`src/rtl/up_down_counter.sv`:
```
// -----------------------------------------------------------------------------
// up_down_counter
//
// Purpose:
//   WIDTH-bit unsigned up/down counter with a count enable.
//   The output comes straight from the count register.
//   The default build wraps at both ends of the range.
//
// Configuration macro:
//   UP_DOWN_COUNTER_SATURATE_EN
//     Undefined (default): counting wraps (max -> 0 going up, 0 -> max going down).
//     Defined: counting saturates (holds at max going up, holds at 0 going down).
//     The macro changes only the next-count arithmetic. The interface, reset
//     behaviour and one-cycle latency are the same in both builds.
//
// Parameters:
//   WIDTH    counter / output width in bits (>= 1)
//
// Ports:
//   clk      single clock; all state changes on its rising edge
//   reset    synchronous active-high reset; out -> 0, overrides counting
//   on       count enable: 1 = count, 0 = hold
//   up_down  direction: 1 = up, 0 = down (ignored while on = 0)
//   out      current count, registered
// -----------------------------------------------------------------------------
module up_down_counter #(
   parameter int WIDTH = 4
) (
   input  logic             clk,
   input  logic             reset,
   input  logic             on,
   input  logic             up_down,
   output logic [WIDTH-1:0] out
);

   localparam logic [WIDTH-1:0] COUNT_ZERO = {WIDTH{1'b0}};
   localparam logic [WIDTH-1:0] COUNT_MAX  = {WIDTH{1'b1}};
   localparam logic [WIDTH-1:0] COUNT_ONE  = WIDTH'(1'b1);

   logic [WIDTH-1:0] count_r;
   logic [WIDTH-1:0] next_count_s;

   // Next value for one enabled or held cycle, excluding reset.
   // Arithmetic is unsigned and truncated to WIDTH bits.
   function automatic logic [WIDTH-1:0] count_step(
      input logic [WIDTH-1:0] cur,
      input logic             en,
      input logic             up
   );
      logic [WIDTH-1:0] nxt;
      case ({en, up})
         2'b11: begin
`ifdef UP_DOWN_COUNTER_SATURATE_EN
            if (cur == COUNT_MAX) begin
               nxt = COUNT_MAX;
            end else begin
               nxt = cur + COUNT_ONE;
            end
`else
            nxt = cur + COUNT_ONE;  // max + 1 truncates to 0
`endif
         end
         2'b10: begin
`ifdef UP_DOWN_COUNTER_SATURATE_EN
            if (cur == COUNT_ZERO) begin
               nxt = COUNT_ZERO;
            end else begin
               nxt = cur - COUNT_ONE;
            end
`else
            nxt = cur - COUNT_ONE;  // 0 - 1 truncates to max
`endif
         end
         default: begin
            nxt = cur;              // on = 0: hold regardless of direction
         end
      endcase
      return nxt;
   endfunction

   // Combinational next-count selection from the current register value.
   always_comb begin
      next_count_s = count_step(count_r, on, up_down);
   end

   // Count register. The synchronous reset has priority over counting and holding.
   always_ff @(posedge clk) begin
      if (reset) begin
         count_r <= COUNT_ZERO;
      end else begin
         count_r <= next_count_s;
      end
   end

   assign out = count_r;

endmodule

```
`config.mk`:
```
export PLATFORM = sky130hd
export DESIGN_NAME = up_down_counter
export DESIGN_NICKNAME = d
export VERILOG_FILES = /design/src/rtl/up_down_counter.sv
export SDC_FILE = /design/constraint.sdc
export NUM_CORES = 1
export LEC_CHECK = 0
export CAP_MARGIN = 10
export CORE_AREA = 2 2 39 41
export DETAILED_ROUTE_END_ITERATION = 8
export DIE_AREA = 0 0 41 43
export HOLD_SLACK_MARGIN = 0.1
export PLACE_DENSITY_LB_ADDON = 0.12
export SLEW_MARGIN = 30
export SYNTH_ARGS = -nofsm -noshare
export SYNTH_HDL_FRONTEND = slang
export SYNTH_SLANG_ARGS = --single-unit
```
`constraint.sdc`:
```
create_clock -name clk -period 1.65 [get_ports clk]
set_input_delay 0.2475 -clock clk [delete_from_list [all_inputs] [get_ports clk]]
set_output_delay 0.2475 -clock clk [all_outputs]
set_load 0.01 [all_outputs]
```
# [Yosys cells after proc, flatten, opt, wreduce, memory -nomap -nowiden]
# Cells that the tools add are included.
[word_totals] regBits=4 output_inout_bits=4 in_bits=4 word_cells=7
[classes] mux=1 reduce_logical=1 addsub=2 n_eq_ne=2
[ops] op="4-bit case mux with 2 select lines" n=1
[ops] op="4-bit by 1-bit adder with 4-bit output (second input constant)" n=1
[ops] op="2-bit == test (second input constant)" n=2
[ops] op="4-bit by 1-bit subtractor with 4-bit output (second input constant)" n=1
[ops] op="2-bit nonzero test" n=1

# [Depth between registers and ports, before layout]
[logic_depth] ltp_word=2 depth_mapped=6 mapped_depth_nobuf=6

# [Least setup slack after synthesis]
# Ideal clock, no wire load.
[synth_timing] path_kind="register -> register" from="register count_r[1], in the netlist out[1]" to="register count_r[2], in the netlist out[2]" period_less_slack_ns=1.471 slack_ns=0.179 stages_incl_launch_ff=6 required_time_ns=1.529 path_buffers=0 t_arrival_ns=1.351 cell_sequence="dfxtp_1 -> xnor2_1 -> ha_1 -> and2_1 -> o21ai_0 -> mux2_2"
[synth_via] elab_chain_len=2 word_cells_on_any_way=3
[synth_rtl] element="start: declaration" line="40" rtl="logic [WIDTH-1:0] count_r;"
[synth_rtl] element="start signal: assignment" line="91" rtl="count_r <= next_count_s;"
[synth_rtl] element="4-bit by 1-bit subtractor with 4-bit output / 4-bit by 1-bit adder with 4-bit output (equally long branches)" line="71, 60"
[synth_rtl] element="4-bit case mux with 2 select lines (*)" line="51" rtl="case ({en, up})"
# Every way passes the cells marked *; elsewhere a longest branch is shown, timed or not.
# A chain may end at the register's enable or synchronous reset.

# [Worst setup path in the final report]
[layout_timing] from="register count_r[1], in the netlist out[1]" to="output port out[1]"
[layout_rtl] element="end: declaration" line="33" rtl="output logic [WIDTH-1:0] out"
# No word-level cell between the ends.

==> flow_summary.rst <==
.. list-table::
   :header-rows: 1

   * - Metric
     - Value
   * - Outcome
     - finished, final reports clean
   * - Share of the clock period used by the worst path
     - 89.8%
   * - Largest register FFs
     - 4
   * - Number of routed nets with antenna violations
     - 0
   * - Max-slew violation total from the final report
     - 0
   * - Transition time of the tightest slew-check pin
     - 0.235 ns
   * - DIE AREA
     - 1760 um2
   * - Unique masters post-synth
     - 15
   * - Final routed wire length divided by cell count
     - 9.52 um
   * - Synth Register Bits
     - 4
   * - Final hold violation count
     - 0
   * - Htree depth
     - 1
   * - DR vias
     - 209
   * - Worst setup slack after layout
     - 0.169 ns
   * - Sum of overflow across all layers after global routing
     - 0
   * - Synthesized area
     - 213 um2
   * - Timing-limited maximum frequency
     - 0.675 GHz
   * - Initial Utilization
     - 15.4%
   * - Max-cap violation count
     - 0
   * - Die extent in x
     - 41 um
   * - Met3 usage
     - 1.57%
   * - Post-synth top flop
     - sky130_fd_sc_hd__dfxtp_1
   * - Synthesized instance count
     - 23
   * - Grt met1 use
     - 10.2%
   * - Placeable core area
     - 1380 um2
   * - Startpoint type of the worst setup path
     - flip-flop
   * - Number of nets in the finished design
     - 43
   * - Post-Place Cell Area
     - 325 um2
   * - Largest clock skew in the final design
     - 0.00143 ns
   * - Signed area change from the synthesized netlist to the final layout
     - 70.6%
   * - Per-instance average area after synthesis
     - 9.25 um2
   * - Placer's final routability congestion estimate
     - 0.562
   * - Share of layout cells above drive strength 1
     - 27.8%
   * - Power density over cell area
     - 913 nW/um2
   * - Number of placed instances, taps included
     - 49
   * - Met2 routing resource usage after global routing
     - 8.75%
   * - Number of design rule violations left after detail routing
     - 0
   * - Post-synthesis sequential area ratio
     - 37.6%
   * - Number of top-level design ports
     - 8
   * - Post-route total power
     - 331 uW
   * - RSZ-0062 raised after global routing
     - no
   * - DRT Pass-1 Iters
     - 1
   * - Hold-fix buffers at CTS
     - 0
   * - Global-route wire length before repair
     - 848 um
   * - Pre-CTS setup slack
     - -0.331 ns
   * - Starting DRC count in detailed routing
     - 0
   * - Number of setup buffers added after CTS
     - 0
   * - Setup-failing EPs final
     - 0
   * - CTS Buf Count
     - 3
   * - Post-Synthesis Net Count
     - 28
   * - Die height
     - 43 um
   * - TritonCTS clock tree
     - done
   * - Buffer depth of the longest clock path
     - 2
   * - Critical path origin
     - out[1]
   * - Count of filler cells inserted in the layout
     - 161
   * - Wire length after detailed routing
     - 495 um
   * - Maximum number of pins on one net before global-route repair
     - 7
   * - Synth area leader
     - sky130_fd_sc_hd__dfxtp_1
   * - Final standard cell area without fillers
     - 363 um2
   * - Clock-pin slew on the worst setup and hold paths
     - 0.04 ns
   * - Category of the critical setup timing path
     - flip-flop to primary output
   * - Antenna fix cells
     - 0
   * - Maximum fanout along the worst path
     - 5
   * - Cell Count, Final, Fillers Out
     - 52
   * - Most common library cells after synthesis
     - 4 x sky130_fd_sc_hd__dfxtp_1, 4 x sky130_fd_sc_hd__nor2_1, 2 x sky130_fd_sc_hd__nor2b_1, 2 x sky130_fd_sc_hd__xnor2_1
   * - Yosys warning count
     - 0
   * - Total routing usage reported by global routing
     - 7.52%
   * - Required time of the worst setup path
     - 1.40 ns
   * - Top area cells in the synthesized netlist
     - sky130_fd_sc_hd__dfxtp_1 38%, sky130_fd_sc_hd__xnor2_1 8.2%, sky130_fd_sc_hd__nor2_1 7.1%
   * - Source of the worst register-to-register timing path
     - out[1]
   * - Share of Yosys cell area claimed by the top area cell type
     - 37.6%
   * - IR drop worst, VDD
     - 374 uV
   * - Relative slew slack
     - 84.2%
   * - Root buffer cell
     - sky130_fd_sc_hd__clkbuf_4
   * - Type of the most critical hold path
     - flip-flop to flip-flop
   * - Async S/R FF share, synth
     - 0%
   * - Cell row count
     - 14
   * - Vias per cell
     - 4.02
   * - Antenna violations before repair
     - 0
   * - Busiest grt layer
     - met1
   * - TritonCTS sink count
     - 4
   * - Leak pwr
     - 0.158 nW
   * - Critical path endpoint category
     - primary output
   * - Final Critical Period
     - 1.48 ns
   * - Number of buffers added on ports
     - 7
   * - Count of flip-flops with a built-in enable after synthesis
     - 0
   * - Arrival time reported for the critical path endpoint
     - 1.23 ns
   * - Latest clock arrival within the worst-skew pair
     - 0.23 ns
   * - Via count of the first global-routing pass
     - 204
   * - Beginning of the worst hold path
     - out[3]
final cells by class:
| cell class | instances | area (um2) | area share, % |
|---|---|---|---|
| multi-input cells | 19 | 146 | 40.3 |
| flip-flops and latches | 4 | 80.1 | 22.1 |
| repair buffers | 10 | 93.8 | 25.9 |
| well taps | 16 | 20.0 | 5.52 |
| clock buffers | 3 | 22.5 | 6.21 |
cell usage in the layout (no fill, tap or decap), types with 2 or more instances in the layout:
master / instances
sky130_fd_sc_hd__clkdlybuf4s50_1: 5
sky130_fd_sc_hd__nor2_1: 4
sky130_fd_sc_hd__dfxtp_1: 4
sky130_fd_sc_hd__clkbuf_4: 3
sky130_fd_sc_hd__buf_4: 3
sky130_fd_sc_hd__xnor2_1: 2
sky130_fd_sc_hd__nor2b_1: 2
per-stage QoR:
step	util (%)	setup TNS (ns)	hold WS [ns]
finish	26.2	0	0.547
global route	26.2	0	0.581
CTS	25.9	0	0.552
detailed placement	23.5	-0.331	0.542
global placement	23.5	-0.314	0.523
floorplan	-	0	0.320
routing by layer:
metal / share of wire, % / wire [um]
met3: 8.7 / 43
met5: 0 / 0
met4: 2.2 / 11
met2: 42 / 206
met1: 47 / 233
worst max-delay path: stages, from the launching register on:
cell and delay [ns]:
sky130_fd_sc_hd__dfxtp_1 0.34, sky130_fd_sc_hd__buf_4 0.14, sky130_fd_sc_hd__clkdlybuf4s50_1 0.53
worst paths after layout:
kind	slack, ns	cells after the start	end
worst max-delay path	0.17	2	out[1]
worst min-delay path	0.55	2	out[3]
worst min register to register	0.55	2	out[3]
worst max register to register	0.28	5	out[2]
repair_timing:
item / in CTS / in global routing
pin swaps: 1 / 1
resized for setup: 4 / 2
endpoints found under the setup margin: 1 / 1
power breakdown:
group          switching, mW  internal [mW]  total (mW)
clock                 0.0416         0.0815       0.123
combinational         0.0344         0.0550      0.0894
sequential            0.0103          0.109       0.119
cells by family (layout without fill, tap and decap cells):
group,count (synthesis),count (layout),share of synthesized area [%]
buffers and inverters,0,13,0
adders and majority gates,1,1,5.88
muxes,3,3,15.3
xor gates and xnor gates,2,2,8.24
AOI/OAI and AO/OA,2,2,4.70
DFF,4,4,37.6
and+or+nand+nor,11,11,28.2
(Power assumes the default switching activity.)
